$ cat src/rtl/cs42448_tdm_port.sv
// CS42448 serial audio port: MCLK/SCLK/LRCK generation, TDM or I2S DAC serialiser and ADC
// deserialiser. Define CS42448_TDM_LOOPBACK_EN to feed the internal SDOUT into the RX path.
module cs42448_tdm_port #(
  parameter int unsigned CH_NUM   = 8,
  parameter int unsigned SAMPLE_W = 24,
  parameter int unsigned SLOT_W   = 32,
  parameter int unsigned SCLK_DIV = 2,
  parameter int unsigned MCLK_DIV = 1,
  parameter int unsigned FS_MODE  = 1
) (
  input  logic                         sys_clk,
  input  logic                         sys_nrst,
  input  logic                         enable,
  input  logic [CH_NUM*SAMPLE_W-1:0]   tx_data,
  input  logic                         tx_valid,
  output logic                         tx_ready,
  output logic                         tx_underrun,
  output logic [CH_NUM*SAMPLE_W-1:0]   rx_data,
  output logic                         rx_valid,
  output logic                         CS42xx8_MCLK,
  output logic                         CS42xx8_SCLK,
  output logic                         CS42xx8_LRCK,
  output logic                         CS42xx8_SDOUT,
  input  logic                         CS42xx8_SDIN
);

  localparam int unsigned FrameW = CH_NUM * SAMPLE_W;
  localparam int unsigned ScW    = (SCLK_DIV > 1) ? $clog2(SCLK_DIV) : 1;
  localparam int unsigned McW    = (MCLK_DIV > 1) ? $clog2(MCLK_DIV) : 1;
  localparam int unsigned PosW   = $clog2(SLOT_W);
  localparam int unsigned SlotW  = $clog2(CH_NUM);

  localparam logic [ScW-1:0]   SclkTc   = ScW'(SCLK_DIV - 1);
  localparam logic [McW-1:0]   MclkTc   = McW'(MCLK_DIV - 1);
  localparam logic [PosW-1:0]  PosLast  = PosW'(SLOT_W - 1);
  localparam logic [SlotW-1:0] SlotLast = SlotW'(CH_NUM - 1);

  typedef enum logic {StIdle, StRun} state_e;

  state_e             state_q, state_d;
  logic [McW-1:0]     mclk_cnt_q;
  logic               mclk_q;
  logic [ScW-1:0]     sclk_cnt_q, sclk_cnt_d;
  logic               sclk_q, sclk_d;
  logic [PosW-1:0]    pos_q, pos_d;
  logic [SlotW-1:0]   slot_q, slot_d;
  logic               lrck_q, lrck_d;
  logic               sdout_q, sdout_d;
  logic [FrameW-1:0]  tx_frame_q, tx_frame_d;
  logic [FrameW-1:0]  hold_q, hold_d;
  logic               hold_valid_q, hold_valid_d;
  logic               underrun_q, underrun_d;
  logic [FrameW-1:0]  rx_shift_q, rx_shift_d;
  logic [FrameW-1:0]  rx_data_q, rx_data_d;
  logic               rx_valid_q, rx_valid_d;
  logic               load;
  logic               capture;
  logic               frame_end;
  logic               rx_bit;

`ifdef CS42448_TDM_LOOPBACK_EN
  assign rx_bit = sdout_q;
`else
  assign rx_bit = CS42xx8_SDIN;
`endif

  // Positions 1..SAMPLE_W of a slot carry sample bits; position 0 is the one-SCLK delay bit.
  function automatic logic data_pos(input logic [PosW-1:0] p);
    return (p != '0) && (p <= PosW'(SAMPLE_W));
  endfunction

  function automatic logic lrck_at(input logic [SlotW-1:0] s, input logic [PosW-1:0] p);
    if (FS_MODE != 0) return (s == '0) && (p == '0);
    return s == SlotW'(1);
  endfunction

  always_ff @(posedge sys_clk or negedge sys_nrst) begin
    if (!sys_nrst) begin
      mclk_cnt_q <= '0;
      mclk_q     <= 1'b0;
    end else if (mclk_cnt_q == MclkTc) begin
      mclk_cnt_q <= '0;
      mclk_q     <= ~mclk_q;
    end else begin
      mclk_cnt_q <= mclk_cnt_q + 1'b1;
    end
  end

  assign frame_end = (slot_q == SlotLast) && (pos_q == PosLast);
  assign capture   = tx_valid && !hold_valid_q;

  always_comb begin
    state_d    = state_q;
    sclk_cnt_d = sclk_cnt_q;
    sclk_d     = sclk_q;
    pos_d      = pos_q;
    slot_d     = slot_q;
    lrck_d     = lrck_q;
    sdout_d    = sdout_q;
    tx_frame_d = tx_frame_q;
    rx_shift_d = rx_shift_q;
    rx_data_d  = rx_data_q;
    rx_valid_d = 1'b0;
    underrun_d = 1'b0;
    load       = 1'b0;

    unique case (state_q)
      StIdle: begin
        if (enable) begin
          state_d = StRun;
          load    = 1'b1;
          lrck_d  = lrck_at('0, '0);
        end
      end
      StRun: begin
        if (!enable) begin
          state_d    = StIdle;
          sclk_cnt_d = '0;
          sclk_d     = 1'b0;
          pos_d      = '0;
          slot_d     = '0;
          lrck_d     = 1'b0;
          sdout_d    = 1'b0;
          tx_frame_d = '0;
          rx_shift_d = '0;
        end else if (sclk_cnt_q != SclkTc) begin
          sclk_cnt_d = sclk_cnt_q + 1'b1;
        end else begin
          sclk_cnt_d = '0;
          sclk_d     = ~sclk_q;
          if (!sclk_q) begin
            // Rising edge: sample the ADC line.
            if (data_pos(pos_q)) rx_shift_d = {rx_shift_q[FrameW-2:0], rx_bit};
            if (frame_end) begin
              rx_data_d  = rx_shift_d;
              rx_valid_d = 1'b1;
            end
          end else begin
            // Falling edge: advance the bit counter, then drive SDOUT/LRCK for the new position.
            if (frame_end) begin
              pos_d  = '0;
              slot_d = '0;
              load   = 1'b1;
            end else if (pos_q == PosLast) begin
              pos_d  = '0;
              slot_d = slot_q + 1'b1;
            end else begin
              pos_d = pos_q + 1'b1;
            end
            sdout_d = 1'b0;
            if (data_pos(pos_d)) begin
              sdout_d    = tx_frame_q[FrameW-1];
              tx_frame_d = {tx_frame_q[FrameW-2:0], 1'b0};
            end
            lrck_d = lrck_at(slot_d, pos_d);
          end
        end
      end
      default: state_d = StIdle;
    endcase

    // A word captured in the load cycle is not yet visible here, so it waits one frame.
    if (load) begin
      tx_frame_d = hold_valid_q ? hold_q : '0;
      underrun_d = ~hold_valid_q;
    end
  end

  assign hold_valid_d = capture | (hold_valid_q & ~load);
  assign hold_d       = capture ? tx_data : hold_q;

  always_ff @(posedge sys_clk or negedge sys_nrst) begin
    if (!sys_nrst) begin
      state_q      <= StIdle;
      sclk_cnt_q   <= '0;
      sclk_q       <= 1'b0;
      pos_q        <= '0;
      slot_q       <= '0;
      lrck_q       <= 1'b0;
      sdout_q      <= 1'b0;
      tx_frame_q   <= '0;
      hold_q       <= '0;
      hold_valid_q <= 1'b0;
      underrun_q   <= 1'b0;
      rx_shift_q   <= '0;
      rx_data_q    <= '0;
      rx_valid_q   <= 1'b0;
    end else begin
      state_q      <= state_d;
      sclk_cnt_q   <= sclk_cnt_d;
      sclk_q       <= sclk_d;
      pos_q        <= pos_d;
      slot_q       <= slot_d;
      lrck_q       <= lrck_d;
      sdout_q      <= sdout_d;
      tx_frame_q   <= tx_frame_d;
      hold_q       <= hold_d;
      hold_valid_q <= hold_valid_d;
      underrun_q   <= underrun_d;
      rx_shift_q   <= rx_shift_d;
      rx_data_q    <= rx_data_d;
      rx_valid_q   <= rx_valid_d;
    end
  end

  assign tx_ready      = ~hold_valid_q;
  assign tx_underrun   = underrun_q;
  assign rx_data       = rx_data_q;
  assign rx_valid      = rx_valid_q;
  assign CS42xx8_MCLK  = mclk_q;
  assign CS42xx8_SCLK  = sclk_q;
  assign CS42xx8_LRCK  = lrck_q;
  assign CS42xx8_SDOUT = sdout_q;

endmodule

$ cat config.mk
export PLATFORM = sky130hd
export DESIGN_NAME = cs42448_tdm_port
export DESIGN_NICKNAME = d
export VERILOG_FILES = /design/src/rtl/cs42448_tdm_port.sv
export SDC_FILE = /design/constraint.sdc
export NUM_CORES = 1
export LEC_CHECK = 0
export CORE_ASPECT_RATIO = 2
export CORE_MARGIN = 2
export CORE_UTILIZATION = 40
export CTS_CLUSTER_SIZE = 16
export DETAILED_ROUTE_END_ITERATION = 10
export PLACE_DENSITY_LB_ADDON = 0.25
export SLEW_MARGIN = 20
export SYNTH_ARGS = -nofsm -noshare
export SYNTH_HDL_FRONTEND = slang
export SYNTH_SLANG_ARGS = --single-unit
$ cat constraint.sdc
create_clock -name sys_clk -period 3.38 [get_ports sys_clk]
set_input_delay 0.338 -clock sys_clk [delete_from_list [all_inputs] [get_ports sys_clk]]
set_output_delay 0.338 -clock sys_clk [all_outputs]
set_load 0.01 [all_outputs]
==> results of run 1 <==
==> kinds of logic after synthesis <==
group | synth area share
adders and majority gates | 0.002233
xor gates and xnor gates | 0.0002606
and+or+nand+nor | 0.02788
buffers and inverters | 0.04555
DFF | 0.5843
AOI/OAI and AO/OA | 0.2165
muxes | 0.1232
==> flip-flops by register name, summed over array words and instances, names as in the netlist, 3 cells and up <==
register and cells:
hold_q 192, tx_frame_q 192, rx_shift_q 192, rx_data 192
slot_q 3, pos_q 5
==> worst reg2reg max path, delay by kind of cell, from the launching register on <==
family | cells | cell delay (ns)
simple gates | 3 | 0.76
compound gates | 3 | 0.62
flops | 1 | 0.43
buf+inv | 1 | 0.43
fa+ha+maj | 2 | 0.63
==> worst max-delay path by stage <==
stage	to	slack, ns	cells after the start
after global routing	tx_frame_q[61]	0.22	10
after detailed placement	tx_frame_q[100]	0.49	9
final	tx_frame_q[78]	0.42	9
after global placement	tx_frame_q[117]	0.55	9
after floorplan	tx_frame_q[55]	1.04	10
after CTS	tx_frame_q[99]	0.44	9
==> metal layers <==
metal | share of wire | vias up | GRT usage | wire length [um]
li1 | - | 9942 | - | -
met5 | 0.00055 | - | 0 | 44
met4 | 0.019 | 8 | 0.05764 | 1550
met3 | 0.062 | 90 | 0.03888 | 4954
met2 | 0.49 | 630 | 0.3147 | 39460
met1 | 0.43 | 11210 | 0.2449 | 34400
==> area by class of cell <==
class | instances | area, um^2
fill | 7316 | 42160
timing repair buffer | 494 | 5142
inverter | 8 | 30.03
clock inverter | 30 | 400.4
clock buffer | 102 | 2111
sequential | 785 | 19640
tap | 1064 | 1331
multi-input combinational | 1423 | 12510
==> stage by stage <==
step	hold WS [ns]	cell area, um^2	utilization	total power [W]
after CTS	0.2533	41170	0.4940	0.02318
after global routing	0.2899	41170	0.4940	0.02384
after global placement	0.4105	38640	0.4638	0.01419
final	0.3037	41170	0.4940	0.02283
after floorplan	0.04241	33620	-	0.01329
after detailed placement	0.4126	38640	0.4638	0.01433
==> report_power, final <==
part / switching (W) / internal (W)
Combinational: 0.00122 / 0.00177
Sequential: 0.000699 / 0.0104
Clock: 0.00365 / 0.00507
==> Yosys cell counts <==
library cell / count / area, um^2
dfrtp_1: 785 / 19640
nand2_1: 210 / 788.3
a22o_1: 194 / 1699
mux2_2: 193 / 2173
mux2i_1: 193 / 1932
a221oi_1: 191 / 1673
o21ai_1: 184 / 920.9
a2bb2oi_2: 179 / 2688
clkbuf_1: 89 / 334.1
buf_2: 60 / 300.3
buf_6: 60 / 675.7
buf_4: 24 / 180.2
o21ai_0: 23 / 115.1
a2bb2oi_1: 12 / 105.1
inv_1: 8 / 30.03
nor2_1: 8 / 30.03
ha_1: 6 / 75.07
nor2b_1: 6 / 37.54
nand3_1: 4 / 20.02
and3_1: 3 / 18.77
buf_1: 3 / 11.26
a21bo_2: 2 / 20.02
nand4_1: 2 / 12.51
nor3_1: 2 / 10.01
a21oi_1: 1 / 5.000
a21oi_2: 1 / 8.760
a32oi_1: 1 / 8.760
mux2_4: 1 / 15.01
mux2i_4: 1 / 22.52
o211ai_2: 1 / 12.51
o21ai_4: 1 / 16.27
o31ai_1: 1 / 7.510
or3_1: 1 / 6.260
or4b_4: 1 / 13.76
xnor2_1: 1 / 8.760
==> results by group, run 1 <==
Floorplan
  – I/O pins: 396
  – Initial Utilization: 0.4034
  – Die width: 209.0 um
  – Core region area: 83330 um^2
  – Site Rows: 150
  – Die height: 414.0 um
  – Die ar.: 86520 um^2

Timing
  – Least-Margin Pin Slew: 0.8998 ns
  – Final Hold Violating Endpoints: 0
  – Final setup margin: between 0.4 and 0.5 ns
  – Normalized max-slew margin: 0.4001
  – Final Cycle Share: 0.8747
  – RSZ-0062 raised after global routing: no
  – Max Slew Vio Count: 0
  – FMAX: 338.3 MHz
  – Final number of setup-violating endpoints: 0
  – Setup TNS: 0 ns
  – Post-layout minimum cycle time: 2.956 ns
  – Clock Skews: 0.02769 ns

Setup path
  – Most Frequent Cell on Critical Path: ha_1
  – CP startpoint kind: flop
  – Crit path max-delay family: simple AND/OR/NAND/NOR gates
  – Crit Reg-Reg Startpoint: pos_q[1]
  – Slowest CP cell: dfrtp_1
  – Worst R2R Path Depth: 9
  – Worst setup EP type: flop
  – Crit Path Max Fanout: 38
  – Max incr delay on CP: 0.43 ns
  – Crit-path cells: ha_1 -> and3_1 -> ha_1 -> nand2_1 -> o21ai_1 -> and3_4 -> buf_4 -> a221oi_1 -> a2bb2oi_2
  – Critical path origin: pos_q[1]
  – Worst path bufs/invs: 1
  – CP arrival: 3.52 ns
  – Worst reg2reg setup slack: about 0.42 ns
  – R2R Path End: tx_frame_q[78]
  – Crit path required time: approximately 4 ns
  – Worst Setup Path Type: reg -> reg

Route
  – Initial DRC count: 1381
  – Avg WL per Cell: 20.59 um
  – Vias/cell: about 5.6
  – DRC: 0
  – TritonRoute pass-1 iters: 5
  – Post-Route WL: 80.41 mm
  – Routed vias: 21.88k
  – Post-DRT Antenna Nets: 0

Pwr
  – Pwr/cell area: 554.6 nW/um^2
  – Worst ir drop on vdd: 0.4069 mV
  – P_leak: roughly 18 nW

Min path
  – Worst hold-check path type: in -> reg
  – Worst Hold Path EP: hold_q[91]
  – Hold Path Origin: tx_data[91]
  – Hold depth: 2

Clock tree
  – CTS Buf Count: 73
  – Max clock buf depth: 3
  – CTS HTree Levels: 3
  – Postcts setup bufs: 0
  – # clock sinks: roughly 800
  – Hold buffers post-CTS: 1
  – CTS tree: done
  – Worst-skew pair later-pin latency: 0.65 ns
  – Cts repair resizes: 0
  – CTS Root Cell: clkbuf_16
  – Clk slew on worst S/H paths: about 0.070 ns

Placement
  – Placement Setup Slack: 0.4895 ns
  – Final HPWL DP: 53.47 mm
  – Cell count after placement: 3773
  – Routability Congestion: 0.7780
  – IO Port Bufs: 395

Outcome
  – Outcome: finished, final reports clean

Global routing
  – Largest net degree at the start of global routing: 155
  – Gr ovfl total: 0
  – Initial antenna violation count: 4
  – GRT Resource Usage Total: 0.1876
  – First-pass GRT wire length: 130.3 mm
  – Vias in the first global route: around 23k

Logic synthesis
  – Avg Cell Area, Syn: 13.71 um^2
  – Syn. warnings: 0
  – Post-synth cell types: 35
  – Sequential area share after synthesis: 0.5843
  – Cell count after synthesis: about 2.5k
  – Cell area after synthesis: 33620 um^2
  – Count of state elements after synthesis: approximately 790
  – Syn nets: 2655

Layout
  – Commonest non-fill, non-tap cells in the layout: dfrtp_1, clkdlybuf4s50_1, nand2_1
  – Count of inserted antenna diode cells: 0
  – Fraction of layout cells with a size suffix above 1: 0.2122
  – Layout Nets: 2988
  – Layout area overhead: 22.45%
  – Commonest non-fill, non-tap cell in the layout: dfrtp_1
  – Finished Layout Cells: 3906

Flow run
  – Max-cap violations: 0
Power figures use the tool's default switching activity.
==> inputs of run 2 (changes only) <==
--- a/config.mk
+++ b/config.mk
@@ -5,9 +5,10 @@
 export SDC_FILE = /design/constraint.sdc
 export NUM_CORES = 1
 export LEC_CHECK = 0
+export ABC_CLOCK_PERIOD_IN_PS = 3380
 export CORE_ASPECT_RATIO = 2
 export CORE_MARGIN = 2
-export CORE_UTILIZATION = 40
+export CORE_UTILIZATION = 55
 export CTS_CLUSTER_SIZE = 16
 export DETAILED_ROUTE_END_ITERATION = 10
 export PLACE_DENSITY_LB_ADDON = 0.25
==> run 2 against run 1 <==
Effect of this change: global-route usage increased by 5.8 points; wire length fell by 5.1%; combinational power about the same; design area is 1.9% lower; non-clock buffer count is 30 lower; flip-flop and latch count stayed put; total power is 2.9% lower; critical endpoint is now tx_frame_q[165]; largest power group unchanged; highest routed layer unchanged.
==> results by group, run 2 (synthesis gave the netlist of run 1 again) <==
Setup path
  – Most Frequent Cell on Critical Path: ha_1
  – Worst setup EP type: flop
  – Worst reg2reg setup slack: approximately 0.38 ns
  – Worst Setup Path Type: reg -> reg
  – Crit path required time: just under 4 ns
  – CP startpoint kind: flop
  – Crit Path Max Fanout: 60
  – Crit-path cells: ha_1 -> and3_1 -> ha_1 -> nand2_1 -> o21ai_1 -> and3_4 -> buf_12 -> a221oi_1 -> a2bb2oi_2
  – Slowest CP cell: and3_4
  – Worst R2R Path Depth: 9
  – Max incr delay on CP: approximately 0.54 ns
  – R2R Path End: tx_frame_q[165]
  – Crit Reg-Reg Startpoint: pos_q[1]
  – CP arrival: ~3.5 ns

Global routing
  – Gr ovfl total: 0
  – Busiest grt layer: met2
  – Grt met1 use: 0.3366
  – Largest net degree at the start of global routing: approximately 130
  – Met2 usage: 0.3968
  – Met3 Resource Use GR: 0.04800
  – Vias in the first global route: approximately 23k
  – First-pass GRT wire length: between 100 and 150 mm
  – Initial antenna violation count: 2
  – GRT Resource Usage Total: 0.2453

Route
  – Routed vias: ~22k
  – Initial DRC count: 1650
  – DRC: 0
  – Vias/cell: roughly 6.1
  – Avg WL per Cell: 21.30 um
  – Post-DRT Antenna Nets: 0
  – Post-Route WL: 76.33 mm
  – TritonRoute pass-1 iters: 5

Outcome
  – Outcome: finished, final reports clean

Floorplan
  – Site Rows: 128
  – Die width: 178.8 um
  – Core region area: around 61000 um^2
  – I/O pins: 396
  – Die ar.: 63240 um^2
  – Initial Utilization: 0.5539
  – Die height: 353.6 um

Min path
  – Worst hold-check path type: in -> async

Placement
  – IO Port Bufs: ~400
  – Routability Congestion: around 0.8
  – Final HPWL DP: approximately 50 mm

Layout
  – Commonest non-fill, non-tap cell in the layout: dfrtp_1
  – Fraction of layout cells with a size suffix above 1: 0.2016
  – Layout Nets: 2954
  – Layout area overhead: 20.12%
  – Fillers: 4465
  – Commonest non-fill, non-tap cells in the layout: dfrtp_1, clkdlybuf4s50_1, nand2_1
  – Util after Layout: 0.6653

Timing
  – Least-Margin Pin Slew: 0.8117 ns
  – FMAX: 333.5 MHz
  – RSZ-0062 raised after global routing: no
  – Final Hold Violating Endpoints: 0
  – Clock Skews: between 0.02 and 0.025 ns
  – Normalized max-slew margin: 0.4568
  – Final Cycle Share: 0.8871
  – Post-layout minimum cycle time: about 3 ns
  – Final number of setup-violating endpoints: 0
  – Max Slew Vio Count: 0
  – Setup TNS: 0 ns

Clock tree
  – Postcts setup bufs: 0
  – Clk slew on worst S/H paths: approximately 0.06 ns
  – Cts repair resizes: 0
  – Hold buffers post-CTS: 1
  – # clock sinks: 785
  – CTS Root Cell: clkbuf_16
  – Worst-skew pair later-pin latency: 0.60 ns
  – CTS tree: done
  – CTS Buf Count: 69
  – Max clock buf depth: 3
  – CTS HTree Levels: 3

Pwr
  – Worst ir drop on vdd: 0.4759 mV
  – Pwr/cell area: 549.0 nW/um^2
  – P_leak: 17.93 nW

Flow run
  – Max-cap violations: 0
[run 2: cell count changes in the layout (fill, tap and decap cells not counted), sizes merged]
| cell | delta |
|---|---|
| clkinvlp | -1 |
| buf | -30 |
| inv | +1 |
| diode | +1 |
| clkinv | -4 |
| bufinv | -5 |
[run 2: layout make-up]
type	instances	area (um^2)	area share
diodes	1	2.502	0.00006197
inverters	8	30.03	0.0007436
clock buffers	102	2064	0.05112
clock inverters	21	242.7	0.006011
well taps	780	975.9	0.02417
flip-flops and latches	785	19640	0.4864
multi-input cells	1423	12510	0.3097
repair buffers	464	4917	0.1218
[run 2: stage by stage]
stage          cells  total power (W)  hold slack (ns)  worst slack [ns]  area (um^2)
2_1_floorplan   2452          0.01329          0.04241             1.042        33620
3_3_place_gp    3459          0.01414           0.3398            0.5549        38060
3_5_place_dp    3459          0.01431           0.3376            0.4481        38060
4_1_cts         3583          0.02241           0.2897            0.4138        40380
5_1_grt         3584          0.02311           0.2964            0.1858        40380
6_report        3584          0.02217           0.2712            0.3816        40380
[run 2: worst max path at each step]
stage | depth (start not counted) | slack [ns] | from | to
floorplan | 10 | 1.04 | pos_q[1] | tx_frame_q[55]
global placement | 10 | 0.55 | pos_q[0] | tx_frame_q[55]
detailed placement | 10 | 0.45 | pos_q[0] | tx_frame_q[56]
CTS | 9 | 0.41 | pos_q[1] | tx_frame_q[165]
global route | 9 | 0.19 | pos_q[1] | tx_frame_q[49]
finish | 9 | 0.38 | pos_q[1] | tx_frame_q[165]
[run 2: report_power, final]
part | total (W) | internal, W | switching [W]
Combinational | 0.00299 | 0.00176 | 0.00123
Sequential | 0.0111 | 0.0104 | 0.000726
Clock | 0.00804 | 0.00457 | 0.00347
Total | 0.0222 | 0.0167 | 0.00543
[run 2: worst max-delay path: cells and delay by family (launching register included)]
family	cells	cell delay [ns]
flops	1	0.42
simple gates	3	0.89
compound gates	3	0.58
fa+ha+maj	2	0.62
buf+inv	1	0.33
[run 2: metal layers]
layer  vias up  share of wire
li1       9853              -
met1     11350           0.42
met2       663           0.49
met3       116          0.060
met4         2          0.025
met5         -        0.00016
==> inputs of run 3 (changes only) <==
--- a/config.mk
+++ b/config.mk
@@ -9,6 +9,7 @@
 export CORE_ASPECT_RATIO = 2
 export CORE_MARGIN = 2
 export CORE_UTILIZATION = 55
+export CTS_BUF_LIST = sky130_fd_sc_hd__clkbuf_8
 export CTS_CLUSTER_SIZE = 16
 export DETAILED_ROUTE_END_ITERATION = 10
 export PLACE_DENSITY_LB_ADDON = 0.25
==> run 3 against run 2 <==
Effect of this change: fmax fell by 0.15%; total power fell by 2.8%; register-to-register slack barely moved; critical path type unchanged; critical endpoint is now tx_frame_q[49].
==> results by group, run 3 (synthesis gave the netlist of run 1 again) <==
Global routing
  – Vias in the first global route: 23.11k
  – Initial antenna violation count: 3
  – First-pass GRT wire length: around 130 mm
  – Gr ovfl total: 0
  – GRT Resource Usage Total: 0.2470
  – Largest net degree at the start of global routing: around 130

Floorplan
  – Die width: 178.8 um
  – Die height: about 350 um
  – I/O pins: 396
  – Die ar.: 63240 um^2
  – Core region area: 60700 um^2
  – Initial Utilization: 0.5539
  – Site Rows: 128

Route
  – TritonRoute pass-1 iters: 5
  – Avg WL per Cell: 21.03 um
  – DRC: 0
  – Post-Route WL: 76.76 mm
  – Post-DRT Antenna Nets: 0
  – Vias/cell: 6.047
  – Routed vias: between 20k and 25k
  – Initial DRC count: around 1.4k

Timing
  – Final number of setup-violating endpoints: 0
  – RSZ-0062 raised after global routing: no
  – FMAX: 333.0 MHz
  – Max Slew Vio Count: 0
  – Final Hold Violating Endpoints: 0
  – Final Cycle Share: 0.8884
  – Least-Margin Pin Slew: 0.8377 ns
  – Clock Skews: 0.03017 ns
  – Post-layout minimum cycle time: 3.003 ns
  – Setup TNS: 0 ns
  – Normalized max-slew margin: 0.4394

Layout
  – Layout Nets: roughly 3k
  – Final Instance Area: slightly above 40000 um^2
  – Fraction of layout cells with a size suffix above 1: 0.2151
  – Commonest non-fill, non-tap cell in the layout: dfrtp_1
  – Layout area overhead: 19.89%
  – Fillers: 4491
  – Util after Layout: 0.6640
  – Commonest non-fill, non-tap cells in the layout: dfrtp_1, clkdlybuf4s50_1, nand2_1
  – Finished Layout Cells: 3650

Placement
  – Cell count after placement: 3459
  – Routability Congestion: 0.8120
  – Final HPWL DP: 49.82 mm
  – Placed inst area: 38060 um^2
  – IO Port Bufs: just under 400

Flow run
  – Max-cap violations: 0

Pwr
  – Pwr/cell area: ~530 nW/um^2
  – Internal: 0.01608 W
  – Comb pwr share: 0.139
  – Sw frac: 0.2538
  – P_leak: roughly 18 nW
  – Switch Pwr: 0.005470 W
  – Clock power frac: 0.344
  – Reg power frac: 0.517
  – Worst ir drop on vdd: 0.4677 mV
  – PnR Total Power: 0.02155 W

Clock tree
  – # clock sinks: 785
  – Clk slew on worst S/H paths: 0.07 ns
  – CTS tree: done
  – CTS Buf Count: 106
  – Max clock buf depth: 3
  – Worst-skew pair later-pin latency: 0.73 ns
  – CTS Root Cell: clkbuf_8
  – Postcts setup bufs: 0
  – CTS HTree Levels: 3

Min path
  – Worst hold-check path type: in -> async

Setup path
  – CP arrival: 3.64 ns
  – Worst Setup Path Type: reg -> reg
  – CP startpoint kind: flop
  – Crit path required time: ~4.0 ns
  – Worst setup EP type: flop
  – Crit Path Max Fanout: 60

Outcome
  – Outcome: finished, final reports clean
-- run 3: changes by cell type in the layout (fill, tap and decap cells not counted) --
cell / previous run / this run
clkbuf_8: 15 / 139
clkbuf_16: 72 / 0
inv_1: 8 / 37
clkbuf_1: 15 / 0
clkinv_2: 8 / 13
inv_6: 4 / 0
bufinv_16: 4 / 3
clkinv_4: 1 / 0
inv_8: 0 / 1
-- run 3: metrics by stage --
step | setup slack [ns] | hold slack (ns)
after floorplan | 1.042 | 0.04241
after global placement | 0.5549 | 0.3398
after detailed placement | 0.4481 | 0.3376
after CTS | 0.4159 | 0.1277
after global routing | 0.1864 | 0.1448
final | 0.3771 | 0.1307
-- run 3: final timing paths --
check / startpoint / end / slack [ns] / cells after the start
max: pos_q[1] / tx_frame_q[49] / 0.38 / 9
min: sys_nrst / rx_shift_q[165] / 0.13 / 2
max reg2reg: pos_q[1] / tx_frame_q[49] / 0.38 / 9
min reg2reg: CS42xx8_MCLK / CS42xx8_MCLK / 0.44 / 1
max in group asynchronous: sys_nrst / hold_q[149] / 2.08 / 3
min in group sys_clk: tx_data[99] / hold_q[99] / 0.21 / 2
-- run 3: layout make-up --
| class | count | area [um^2] | share of cell area |
|---|---|---|---|
| flip-flops and latches | 785 | 19640 | 0.4874 |
| multi-input cells | 1423 | 12510 | 0.3103 |
| repair buffers | 464 | 4917 | 0.1220 |
| clock buffers | 139 | 1913 | 0.04747 |
| well taps | 780 | 975.9 | 0.02421 |
| clock inverters | 50 | 314.1 | 0.007792 |
| inverters | 8 | 30.03 | 0.0007451 |
| diodes | 1 | 2.502 | 0.00006209 |
-- run 3: layer usage --
layer | vias to the layer above | wire [um] | GRT usage
li1 | 9942 | - | -
met1 | 11330 | 32490 | 0.3359
met2 | 679 | 37940 | 0.4002
met3 | 119 | 4813 | 0.05638
met4 | 4 | 1492 | 0.06634
met5 | - | 24 | 0
-- run 3: worst max-delay path, stage by stage, from the launching register on --
cell	delay [ns]
dfrtp_1	0.42
ha_1	0.27
and3_1	0.19
ha_1	0.36
nand2_1	0.17
o21ai_1	0.22
and3_4	0.54
buf_12	0.33
a221oi_1	0.18
a2bb2oi_2	0.20
-- run 3: power groups by stage --
stage	sequential [W]	clock [W]	combinational, W
5_1_grt	0.0113	0.00808	0.00322
6_report	0.0111	0.00742	0.00299
4_1_cts	0.0111	0.00764	0.00303
3_5_place_dp	0.0113	0	0.00301
3_3_place_gp	0.0112	0	0.00290
2_1_floorplan	0.0110	0	0.00226
-- run 3: repair_timing --
action                    in CTS  in global routing
hold endpoints to repair      55                  0
gates resized for setup        0                  0
hold buffers                   1                  0
